File: src/rtl/vga_timing_rx.sv
// vga_timing_rx: recovers column/row/active timing from a VGA sync pair
// sampled on PClk ticks of Clk50, with a SEARCH/HLOCK/LOCKED lock tracker.
module vga_timing_rx #(
    parameter int H_TOTAL     = 800,
    parameter int H_ACT_START = 144,
    parameter int H_ACT_LEN   = 640,
    parameter int V_TOTAL     = 525,
    parameter int V_ACT_START = 34,
    parameter int V_ACT_LEN   = 480
) (
    input  logic       Clk50,
    input  logic       Reset,
    input  logic       PClk,
    input  logic       HSync,
    input  logic       VSync,
    output logic [9:0] Col,
    output logic [8:0] Row,
    output logic       Active,
    output logic       Col0,
    output logic       Row0,
    output logic       Locked,
    output logic       SyncErr
);

    typedef enum logic [1:0] {SEARCH, HLOCK, LOCKED} state_e;

    localparam logic [10:0] HTOT = 11'(H_TOTAL);
    localparam logic [10:0] VTOT = 11'(V_TOTAL);
    localparam logic [9:0]  HA0  = 10'(H_ACT_START);
    localparam logic [9:0]  HA1  = 10'(H_ACT_START + H_ACT_LEN);
    localparam logic [9:0]  VA0  = 10'(V_ACT_START);
    localparam logic [9:0]  VA1  = 10'(V_ACT_START + V_ACT_LEN);
    localparam logic [9:0]  CMAX = 10'h3ff;

    state_e      state_q, state_d;
    logic        hs_meta_q, hs_meta_d, hs_sync_q, hs_sync_d;
    logic        vs_meta_q, vs_meta_d, vs_sync_q, vs_sync_d;
    logic        hs_hist_q, hs_hist_d, vs_hist_q, vs_hist_d;
    logic [9:0]  hcnt_q, hcnt_d, vcnt_q, vcnt_d;
    logic        pend_q, pend_d, armed_q, armed_d;
    logic [1:0]  lcnt_q, lcnt_d, fcnt_q, fcnt_d;
    logic [9:0]  col_q, col_d;
    logic [8:0]  row_q, row_d;
    logic        active_q, active_d, col0_q, col0_d, row0_q, row0_d;
    logic        locked_q, locked_d, err_q, err_d;

    logic        h_edge, v_edge, v_reset, h_err, v_err, sync_err;
    logic [10:0] h_len, v_len;
    logic        hact, vact;

    always_comb begin
        h_edge   = PClk & hs_hist_q & ~hs_sync_q;
        v_edge   = PClk & vs_hist_q & ~vs_sync_q;
        v_reset  = h_edge & pend_q;
        h_len    = {1'b0, hcnt_q} + 11'd1;
        v_len    = {1'b0, vcnt_q} + 11'd1;
        h_err    = h_edge & (h_len != HTOT);
        v_err    = v_reset & armed_q & (v_len != VTOT);
        sync_err = h_err | v_err;
    end

    always_comb begin
        hs_meta_d = HSync;
        hs_sync_d = hs_meta_q;
        vs_meta_d = VSync;
        vs_sync_d = vs_meta_q;
        hs_hist_d = hs_hist_q;
        vs_hist_d = vs_hist_q;
        hcnt_d    = hcnt_q;
        vcnt_d    = vcnt_q;
        pend_d    = pend_q;
        if (PClk) begin
            hs_hist_d = hs_sync_q;
            vs_hist_d = vs_sync_q;
            if (h_edge)
                hcnt_d = '0;
            else if (hcnt_q != CMAX)
                hcnt_d = hcnt_q + 10'd1;
        end
        // A V edge only arms the row reset; the next H edge applies it
        if (h_edge) begin
            if (pend_q)
                vcnt_d = '0;
            else if (vcnt_q != CMAX)
                vcnt_d = vcnt_q + 10'd1;
        end
        if (v_edge)
            pend_d = 1'b1;
        else if (v_reset)
            pend_d = 1'b0;
    end

    always_comb begin
        state_d = state_q;
        unique case (state_q)
            SEARCH:
                if (h_edge && !h_err && lcnt_q == 2'd1)
                    state_d = HLOCK;
            HLOCK:
                if (sync_err)
                    state_d = SEARCH;
                else if (v_reset && armed_q && fcnt_q == 2'd1)
                    state_d = LOCKED;
            LOCKED:
                if (sync_err)
                    state_d = SEARCH;
            default:
                state_d = SEARCH;
        endcase
    end

    always_comb begin
        lcnt_d  = lcnt_q;
        fcnt_d  = fcnt_q;
        armed_d = armed_q;
        if (state_q == SEARCH && h_edge)
            lcnt_d = h_err ? 2'd0 : lcnt_q + 2'd1;
        if (state_q == HLOCK && v_reset && armed_q && !sync_err)
            fcnt_d = fcnt_q + 2'd1;
        if (state_d != state_q) begin
            lcnt_d = '0;
            fcnt_d = '0;
        end
        // The frame closed by the first row reset after losing lock is partial
        if (state_q != SEARCH && state_d == SEARCH)
            armed_d = 1'b0;
        else if (v_reset)
            armed_d = 1'b1;
    end

    always_comb begin
        locked_d = (state_d == LOCKED);
        hact     = (hcnt_d >= HA0) && (hcnt_d < HA1);
        vact     = (vcnt_d >= VA0) && (vcnt_d < VA1);
        active_d = hact & vact & locked_d;
        col_d    = active_d ? hcnt_d - HA0 : '0;
        row_d    = active_d ? vcnt_d[8:0] - VA0[8:0] : '0;
        col0_d   = active_d & (hcnt_d == HA0);
        row0_d   = col0_d & (vcnt_d == VA0);
        err_d    = sync_err;
    end

    always_ff @(posedge Clk50) begin
        if (Reset) begin
            state_q   <= SEARCH;
            hs_meta_q <= 1'b1;
            hs_sync_q <= 1'b1;
            vs_meta_q <= 1'b1;
            vs_sync_q <= 1'b1;
            hs_hist_q <= 1'b0;
            vs_hist_q <= 1'b0;
            hcnt_q    <= '0;
            vcnt_q    <= '0;
            pend_q    <= 1'b0;
            armed_q   <= 1'b0;
            lcnt_q    <= '0;
            fcnt_q    <= '0;
            col_q     <= '0;
            row_q     <= '0;
            active_q  <= 1'b0;
            col0_q    <= 1'b0;
            row0_q    <= 1'b0;
            locked_q  <= 1'b0;
            err_q     <= 1'b0;
        end else begin
            state_q   <= state_d;
            hs_meta_q <= hs_meta_d;
            hs_sync_q <= hs_sync_d;
            vs_meta_q <= vs_meta_d;
            vs_sync_q <= vs_sync_d;
            hs_hist_q <= hs_hist_d;
            vs_hist_q <= vs_hist_d;
            hcnt_q    <= hcnt_d;
            vcnt_q    <= vcnt_d;
            pend_q    <= pend_d;
            armed_q   <= armed_d;
            lcnt_q    <= lcnt_d;
            fcnt_q    <= fcnt_d;
            if (PClk) begin
                col_q    <= col_d;
                row_q    <= row_d;
                active_q <= active_d;
                col0_q   <= col0_d;
                row0_q   <= row0_d;
                locked_q <= locked_d;
                err_q    <= err_d;
            end
        end
    end

    assign Col     = col_q;
    assign Row     = row_q;
    assign Active  = active_q;
    assign Col0    = col0_q;
    assign Row0    = row0_q;
    assign Locked  = locked_q;
    assign SyncErr = err_q;

endmodule
File: config.mk
export PLATFORM = sky130hd
export DESIGN_NAME = vga_timing_rx
export DESIGN_NICKNAME = d
export VERILOG_FILES = /design/src/rtl/vga_timing_rx.sv
export SDC_FILE = /design/constraint.sdc
export NUM_CORES = 1
export LEC_CHECK = 0
export ABC_AREA = 1
export BUFFER_PORTS_ARGS = -buffer_cell sky130_fd_sc_hd__clkbuf_2
export CAP_MARGIN = 20
export CORE_ASPECT_RATIO = 0.9
export CORE_MARGIN = 2
export CORE_UTILIZATION = 65
export DETAILED_ROUTE_END_ITERATION = 8
export PLACE_DENSITY = 0.86
export SYNTH_ARGS = -nofsm -noshare
export SYNTH_HDL_FRONTEND = slang
export SYNTH_SLANG_ARGS = --single-unit
File: constraint.sdc
create_clock -name Clk50 -period 4.05 [get_ports Clk50]
set_input_delay 0.405 -clock Clk50 [delete_from_list [all_inputs] [get_ports Clk50]]
set_output_delay 0.405 -clock Clk50 [all_outputs]
set_load 0.005 [all_outputs]
==> impl_metrics.ini, run 1 <==
[detailed_routing]
drcViolationCount = 0
dr.first_iter.drc_count = 228
drtPass1Iterations = 5
routed_wl_mm = 8.727
vias = 3437
drt-wirelength-per-cell_um = 14.31
vias_per_cell = 5.634
postRouteAntennaNets = 0

[die]
dieArea_um2 = 6077
rows = 25
die-width_um = 81.95
io_pins = 29
core_um2 = 5255
die_h_um = 74.16
initial_core_util_pct = 67.64

[final_layout]
fin_nets = 551
final_cells = 610
regArea_um2 = 1161
multi_input_area_um2 = 2088
syn_to_final_growth_pct = 11.05
nFillCells = 428
drive_above_1_share_pct = 20.81
final_area_um2 = 3948
diodes = 0

[critical_path]
critical_path.top_delay_family = simple AND/OR/NAND/NOR gates
r2r-start = hcnt_q[1]$_SDFF_PP0_
path_common_cell = nand2_1
critPathSlowestCell = dfxtp_1
crit_path_max_fanout = 11
crit_type = register to register
start_kind = register
ff2ff_setup_slack_ns = 0.80
critPathMaxStageDelay_ns = 0.43
endpoint_kind = register
worstPathCellList = ha_1 -> nand2_4 -> nor2_8 -> nand3_4 -> nand2_2 -> nor2_1 -> nand3b_1 -> ha_1 -> nand3_1 -> nand2_1 -> inv_2 -> nor2_1 -> nand2_1 -> nand2_1 -> nor3_4 -> nand2_2 -> o21ai_0
rr_endpoint = Active$_SDFFE_PP0P_
worstPathArrival_ns = 3.51
worstPathRequired_ns = 4.31
rr_worst_depth = 17
crit_buf_inv = 1

[power]
power.density_nw_per_um2 = 343.3
power.share.switching_pct = 24.79
p_leak_nw = 1.915
clkPwrFrac_pct = 50.2
p_int_mw = 1.019
sequentialPowerShare_pct = 43.3
irDropWorstVdd_mv = 0.3865
power.switching_mw = 0.3359
p_comb_share_pct = 6.5

[placed_design]
dp_hpwl_mm = 6.422
dp_cells = 594
dpl_cell_area_um2 = 3699
gp_congestion = 0.9284
io_buffers = 28

[sta]
rsz0062_at_grt = no
clock_skew_ns = 0.01310
tightest_slew_ns = 0.7288
slew_violations = 0
max_freq_ghz = 0.3074
max-slew-margin-rel_pct = 51.41
fin_crit_sh_pct = 80.31
hold_viol = 0
setup_viol_count_final = 0
tns_ns = 0
period_needed_ns = 3.253

[synthesis]
synth_top_area_share_pct = 32.66
yosysTopAreaCell = dfxtp_1
yosys_warnings = 0
synth.top_cells.by_count = 144 x nand2_1, 60 x nor2_1, 58 x dfxtp_1
ys_seq_elements = 58
ys_seq_area_share_pct = 32.66
syn_area_per_cell_um2 = 6.943
synth_nets = 525
synth_cell_types = 45
synthFlopType = dfxtp_1
synthesis.area_um2 = 3555
synth_most_common_cell = nand2_1
async_reset_ff_share_pct = 0
synth-edff-count = 0
yosys-top-cells-area = dfxtp_1 33%, nand2_1 15%, nand3_1 6.5%, nor2_1 6.3%, inv_1 5.0%
synth_cells = 512

[global_routing]
grt_pass1_vias = 2984
use_met3_pct = 7.160
top_usage_layer = met2
grt_use_met2_pct = 50.59
grtUsageMet1_pct = 38.09
antenna_found_initial = 0
grt_usage_pct = 30.21
grt_max_degree = 36
grt-ovfl-total = 0
grt_pass1_wl_mm = 13.94

[cts]
post_cts_resized = 0
cts_setup_buffers = 0
clkSinkCount = 58
path_clk_slew_ns = 0.07
clock_latency_ns = 0.34
root_buffer = clkbuf_8
cts_tree = built
ctsLongestPathBuffers = 2
postCtsHoldBufs = 0
cts_buffers = 9
htreeDepth = 3

[hold_path]
min_path_cells = 2
min_from = HSync
hold_class = primary input to register
hold_path_end = hs_meta_q$_SDFF_PP1_

[flow_run]
maxCapViolations = 0

[status]
status = completed
## power by group through the flow
stage               combinational (mW)  clock (mW)  sequential, mW
finish                          0.0878       0.681           0.586
CTS                             0.0864       0.680           0.586
global placement                0.0844           0           0.599
floorplan                       0.0686           0           0.597
detailed placement              0.0858           0           0.599
global route                    0.0967       0.708           0.587
## logic make-up (layout without fill, tap and decap cells)
kind of cell    after synthesis  in the layout  share of synthesized area (%)
fa+ha+maj                     8              8                          2.816
simple gates                314            314                          43.51
compound gates               47             47                          9.152
xor+xnor                     12             12                          2.957
buf+inv                      72            103                          8.588
flops                        58             58                          32.66
mux                           1              1                         0.3168
## cell usage in the layout (no fill, tap or decap), types with 3 or more instances in the layout
master / netlist / final
nand2_1: 144 / 144
nor2_1: 60 / 60
dfxtp_1: 58 / 58
inv_1: 47 / 47
nand3_1: 46 / 46
clkbuf_2: 0 / 28
nand4_1: 13 / 13
o21ai_2: 13 / 13
o21ai_0: 11 / 11
inv_2: 9 / 9
nand2_2: 9 / 9
clkbuf_8: 0 / 9
xor2_1: 8 / 8
a21oi_1: 8 / 8
ha_1: 8 / 8
nor2_2: 6 / 6
or2_2: 6 / 6
nand2_4: 5 / 5
nor2_4: 4 / 4
nand3_2: 4 / 4
xnor2_1: 4 / 4
o21ai_1: 4 / 4
nand3_4: 3 / 3
nand3b_1: 3 / 3
bufinv_16: 0 / 3
## sequential cells by signal, indices dropped and copies added, names as in the netlist, 2 cells and up
signal	cells
hcnt_q	10
fcnt_q	2
lcnt_q	2
state_q	2
vcnt_q	10
Col	10
Row	9
## through the flow
step	hold slack [ns]	utilization (%)	worst slack, ns	total power [mW]
after floorplan	0.3895	-	1.421	0.6656
after global placement	0.3930	70.38	1.110	0.6834
after detailed placement	0.3958	70.38	0.8779	0.6851
after CTS	0.2491	75.12	0.8295	1.352
after global routing	0.2478	75.12	0.5489	1.392
final	0.2487	75.12	0.7973	1.355
## worst max-delay path by stage
stage | from | end | slack, ns | cells after the start
after floorplan | hcnt_q[1]$_SDFF_PP0_ | Row[5]$_SDFFE_PP0P_ | 1.42 | 18
after global placement | hcnt_q[1]$_SDFF_PP0_ | Active$_SDFFE_PP0P_ | 1.11 | 17
after detailed placement | hcnt_q[1]$_SDFF_PP0_ | Active$_SDFFE_PP0P_ | 0.88 | 17
after CTS | hcnt_q[1]$_SDFF_PP0_ | Active$_SDFFE_PP0P_ | 0.83 | 17
after global routing | hcnt_q[1]$_SDFF_PP0_ | Active$_SDFFE_PP0P_ | 0.55 | 17
final | hcnt_q[1]$_SDFF_PP0_ | Active$_SDFFE_PP0P_ | 0.80 | 17
## metal layers
layer | vias up | share of wire, %
met1 | 1564 | 44
met2 | 153 | 47
met4 | 0 | 2.5
met5 | - | 0
li1 | 1696 | -
met3 | 24 | 7.0
## final cells by class
cell class | instances | area share [%]
timing repair buffer | 29 | 3.740
clock buffer | 9 | 3.138
inverter | 58 | 5.515
clock inverter | 7 | 3.170
multi-input combinational | 382 | 52.90
sequential | 58 | 29.41
tap | 67 | 2.124
(Power assumes the default switching activity.)
==> inputs of run 2 (changes only) <==
- CORE_UTILIZATION: 65 -> 54
- PLACE_DENSITY: 0.86 -> 0.76
- clock period: 4.05 -> 2.9 ns (I/O delays scaled with it)
==> run 2 against run 1 <==
Compared with the run above: final cell count rose by 5.7%; highest routed layer unchanged; hold slack got worse by 0.12 ns; clock skew fell by 0.0077 ns; die area rose by 19%; register-to-register slack got worse by 0.65 ns; core utilization fell by 12 points.
==> impl_metrics.ini, run 2 (synthesized netlist as in run 1, its figures left out) <==
[detailed_routing]
vias = 3401
drcViolationCount = 0
routed_wl_mm = 8.728
drtPass1Iterations = 5
postRouteAntennaNets = 0
drt-wirelength-per-cell_um = 13.53
dr.first_iter.drc_count = 156
vias_per_cell = 5.273

[final_layout]
fin_nets = 563
final_area_um2 = 4078
nFillCells = 581
drive_above_1_share_pct = 23.06
final_cell_mix = 144 x nand2_1, 59 x nor2_1, 57 x dfxtp_1, 47 x inv_1, 46 x nand3_1
final_common_cell = nand2_1
diodes = 0
multi_input_area_um2 = 2110
syn_to_final_growth_pct = 14.71
regArea_um2 = 1162
final_cells = 645

[global_routing]
antenna_found_initial = 0
grt-ovfl-total = 0
grt_pass1_wl_mm = 14.21
grt_usage_pct = 25.34
grt_max_degree = 34
grt_pass1_vias = 3096

[die]
initial_core_util_pct = 54.85
die-width_um = 89.52
core_um2 = 6481
die_h_um = 80.97
dieArea_um2 = 7248
io_pins = 29
rows = 28

[power]
power.density_nw_per_um2 = 458.9
p_leak_nw = 1.974
irDropWorstVdd_mv = 0.4148

[critical_path]
worstPathArrival_ns = 3.03
path_common_cell = nand2_1
crit_buf_inv = 1
rr_worst_depth = 17
critPathMaxStageDelay_ns = 0.37
endpoint_kind = register
worstPathRequired_ns = 3.18
rr_endpoint = Col[4]$_SDFFE_PP0P_
r2r-start = hcnt_q[0]$_SDFF_PP0_
start_kind = register
crit_path_max_fanout = 8
worstPathCellList = ha_2 -> nand2_4 -> nor2_8 -> nand3_4 -> nand2_2 -> nor2_1 -> nand3b_1 -> ha_1 -> nand3_1 -> nand2_1 -> inv_2 -> nor2_1 -> nand2_1 -> nand2_1 -> nor3_4 -> nand2_2 -> o21ai_2
critical_path.top_delay_family = simple AND/OR/NAND/NOR gates
ff2ff_setup_slack_ns = 0.14
crit_type = register to register
crit_end = Col[4]$_SDFFE_PP0P_
crit_start = hcnt_q[0]$_SDFF_PP0_
critPathSlowestCell = dfxtp_2
cp.depth = 17

[status]
status = completed

[sta]
slew_violations = 0
tightest_slew_ns = 0.9086
max_freq_ghz = 0.3629
clock_skew_ns = 0.005388
postLayoutSetupSlackWorst_ns = 0.1441
period_needed_ns = 2.756
fin_crit_sh_pct = 95.03
hold_viol = 0
max-slew-margin-rel_pct = 39.21
tns_ns = 0
setup_viol_count_final = 0
rsz0062_at_grt = yes

[placed_design]
io_buffers = 28
dp_slack_ns = 0.003557
gp_congestion = 0.9433
dp_cells = 627
dp_hpwl_mm = 6.332
dpl_cell_area_um2 = 3802

[flow_run]
maxCapViolations = 0

[hold_path]
hold_class = primary input to register
min_path_cells = 2

[cts]
htreeDepth = 3
path_clk_slew_ns = 0.07
cts_buffers = 9
ctsLongestPathBuffers = 2
clkSinkCount = 58
cts_tree = built
clock_latency_ns = 0.34
root_buffer = clkbuf_8
run 2: timing repair:
item / CTS / global route
gates cloned: 0 / 1
hold buffers: 0 / 0
buffers inserted: 0 / 1
hold endpoints to repair: 0 / 0
resized for setup: 1 / 6
setup endpoints to repair: 1 / 22
pin swaps: 0 / 2
run 2: metrics by stage:
step	power (mW)	hold slack (ns)	util [%]
floorplan	0.9295	0.3895	-
global placement	0.9609	0.3911	58.67
detailed placement	0.9634	0.3972	58.67
CTS	1.870	0.1170	62.47
global route	1.933	0.1222	62.92
finish	1.871	0.1256	62.92
run 2: area by class of cell:
cell class	count	area share (%)
sequential	58	28.51
inverter	58	5.339
multi-input combinational	383	51.73
tap	90	2.762
timing repair buffer	40	5.738
clock inverter	7	2.884
clock buffer	9	3.038
run 2: worst min-delay path by stage:
| stage | startpoint | to | slack, ns |
|---|---|---|---|
| floorplan | hs_meta_q$_SDFF_PP1_ | hs_sync_q$_SDFF_PP1_ | 0.39 |
| detailed placement | hs_meta_q$_SDFF_PP1_ | hs_sync_q$_SDFF_PP1_ | 0.40 |
| global placement | hs_meta_q$_SDFF_PP1_ | hs_sync_q$_SDFF_PP1_ | 0.39 |
| global route | VSync | vs_meta_q$_SDFF_PP1_ | 0.12 |
| finish | VSync | vs_meta_q$_SDFF_PP1_ | 0.13 |
| CTS | VSync | vs_meta_q$_SDFF_PP1_ | 0.12 |
run 2: layer usage:
metal  part of all wire, %  wire, um  global-route usage (%)  vias up
met1                    45      3956                   33.15     1563
met5                     0         0                       0        -
met4                   1.7       151                   7.612        0
met2                    47      4116                   40.74       98
met3                   5.8       503                   6.911       15
li1                      -         -                       -     1725
run 2: power breakdown:
part | switching (mW) | leakage (nW) | internal, mW | total, mW
logic | 0.0894 | 1.38 | 0.0451 | 0.134
clock network | 0.348 | 0.123 | 0.570 | 0.918
registers | 0.0113 | 0.470 | 0.807 | 0.818
total | 0.449 | 1.97 | 1.42 | 1.87
==> inputs of run 3 (changes only) <==
- BUFFER_PORTS_ARGS: -buffer_cell sky130_fd_sc_hd__clkbuf_2 -> -buffer_cell sky130_fd_sc_hd__buf_2
- SLEW_MARGIN: not set -> 20
==> run 3 against run 2 <==
Compared with the run above: global-route usage is 0.63 points lower; design area grew 0.49%; clock power up 2.3%; core utilization increased by 0.31 points; critical endpoint is now Col[7]$_SDFFE_PP0P_; power rose by 1.3%; register-to-register slack gained 0.05 ns; first-iteration DRC count up 5.1%.
==> impl_metrics.ini, run 3 (synthesized netlist as in run 1, its figures left out) <==
[die]
die_h_um = 80.97
core_um2 = 6481
initial_core_util_pct = 54.85
rows = 28
die-width_um = 89.52
io_pins = 29
dieArea_um2 = 7248

[power]
irDropWorstVdd_mv = 0.3802
clkPwrFrac_pct = 49.6
p_comb_share_pct = 7.2
p_int_mw = 1.433
power.switching_mw = 0.4619
p_leak_nw = 2.004
total_power_mw = 1.895
power.share.switching_pct = 24.37
power.density_nw_per_um2 = 462.5
sequentialPowerShare_pct = 43.2

[global_routing]
grt_max_degree = 36
antenna_found_initial = 0
grt_usage_pct = 24.71
grt_pass1_wl_mm = 13.81
grt_pass1_vias = 3180
grt-ovfl-total = 0

[critical_path]
rr_endpoint = Col[7]$_SDFFE_PP0P_
crit_start = hcnt_q[0]$_SDFF_PP0_
start_kind = register
crit_buf_inv = 1
critPathSlowestCell = dfxtp_2
rr_worst_depth = 17
critPathMaxStageDelay_ns = 0.39
endpoint_kind = register
crit_type = register to register
worstPathArrival_ns = 3.00
path_common_cell = nand2_1
cp.depth = 17
worstPathCellList = ha_4 -> nand2_4 -> nor2_8 -> nand3_4 -> nand2_2 -> nor2_1 -> nand3b_1 -> ha_1 -> nand3_1 -> nand2_1 -> inv_2 -> nor2_1 -> nand2_1 -> nand2_1 -> nor3_4 -> nand2_2 -> o21ai_2
r2r-start = hcnt_q[0]$_SDFF_PP0_
crit_path_max_fanout = 8
critical_path.top_delay_family = simple AND/OR/NAND/NOR gates
crit_end = Col[7]$_SDFFE_PP0P_
ff2ff_setup_slack_ns = 0.19
worstPathRequired_ns = 3.19

[cts]
cts_buffers = 9
clkSinkCount = 58
root_buffer = clkbuf_8
htreeDepth = 3
cts_tree = built
postCtsHoldBufs = 0
clock_latency_ns = 0.35
path_clk_slew_ns = 0.08
ctsLongestPathBuffers = 2

[final_layout]
final_area_um2 = 4098
multi_input_area_um2 = 2115
diodes = 0
final_common_cell = nand2_1
nFillCells = 572
fin_nets = 564
regArea_um2 = 1162
drive_above_1_share_pct = 23.20
syn_to_final_growth_pct = 15.28
final_cell_mix = 144 x nand2_1, 59 x nor2_1, 57 x dfxtp_1, 47 x inv_1, 46 x nand3_1

[sta]
hold_ws_ns = 0.1218
hold_viol = 0
fin_crit_sh_pct = 93.31
tns_ns = 0
max-slew-margin-rel_pct = 46.27
clock_skew_ns = 0.009380
max_freq_ghz = 0.3696
slew_violations = 0
rsz0062_at_grt = yes
setup_viol_count_final = 0
period_needed_ns = 2.706
tightest_slew_ns = 0.8030

[placed_design]
io_buffers = 28
dp_hpwl_mm = 6.340
gp_congestion = 0.8785
dpl_cell_area_um2 = 3795

[detailed_routing]
drtPass1Iterations = 5
postRouteAntennaNets = 0
vias = 3441
routed_wl_mm = 8.573
drcViolationCount = 0
dr.first_iter.drc_count = 164
drt-wirelength-per-cell_um = 13.27
vias_per_cell = 5.327

[hold_path]
hold_class = primary input to register

[status]
status = completed

[flow_run]
maxCapViolations = 0
[run 3: cell count changes in the layout (fill, tap and decap cells not counted), sizes merged]
cell	delta
clkbuf	-28
clkinv	-2
inv	+2
buf	+29
[run 3: per-layer routing]
metal  wire length [um]  track usage [%]
met5                  0                0
met4                244            11.64
met3                550            7.419
met2               4037            40.15
met1               3741            29.81
[run 3: worst min-delay path by stage]
stage	start	to	slack, ns	cells after the start
after floorplan	hs_meta_q$_SDFF_PP1_	hs_sync_q$_SDFF_PP1_	0.39	1
after global placement	hs_meta_q$_SDFF_PP1_	hs_sync_q$_SDFF_PP1_	0.39	1
after detailed placement	hs_meta_q$_SDFF_PP1_	hs_sync_q$_SDFF_PP1_	0.40	1
after CTS	HSync	hs_meta_q$_SDFF_PP1_	0.10	2
after global routing	HSync	hs_meta_q$_SDFF_PP1_	0.11	2
final	HSync	hs_meta_q$_SDFF_PP1_	0.12	2
[run 3: worst register-to-register path, stage by stage, from the launching register on]
cell and delay (ns):
dfxtp_2 0.39, ha_4 0.18, nand2_4 0.07, nor2_8 0.16, nand3_4 0.13, nand2_2 0.12
nor2_1 0.05, nand3b_1 0.22, ha_1 0.26, nand3_1 0.13, nand2_1 0.11, inv_2 0.06
nor2_1 0.04, nand2_1 0.06, nand2_1 0.09, nor3_4 0.26, nand2_2 0.19, o21ai_2 0.14
[run 3: layout make-up]
class	instances	share of cell area (%)
Clock buffer	9	3.023
Clock inverter	7	3.053
Inverter	58	5.313
Multi-Input combinational cell	383	51.60
Sequential cell	58	28.37
Tap cell	90	2.748
Timing Repair Buffer	41	5.893
[run 3: through the flow]
step / utilization [%] / setup WS, ns / instances
2_1_floorplan: - / 0.2711 / 512
3_3_place_gp: 58.55 / 0.1820 / 626
3_5_place_dp: 58.55 / -0.002625 / 626
4_1_cts: 62.47 / 0.03364 / 642
5_1_grt: 63.22 / -0.01913 / 646
6_report: 63.22 / 0.1940 / 646
[run 3: power by group through the flow]
stage	registers (mW)	logic, mW	clock network (mW)
final	0.818	0.137	0.939
after global routing	0.819	0.152	0.993
after CTS	0.817	0.132	0.952
after detailed placement	0.835	0.130	0
after global placement	0.835	0.128	0
after floorplan	0.834	0.0959	0
[run 3: timing repair]
item / CTS / global route
gates cloned: 0 / 1
pin swaps: 0 / 3
buffers inserted: 0 / 3
gates resized for setup: 1 / 5
setup endpoints to repair: 1 / 22
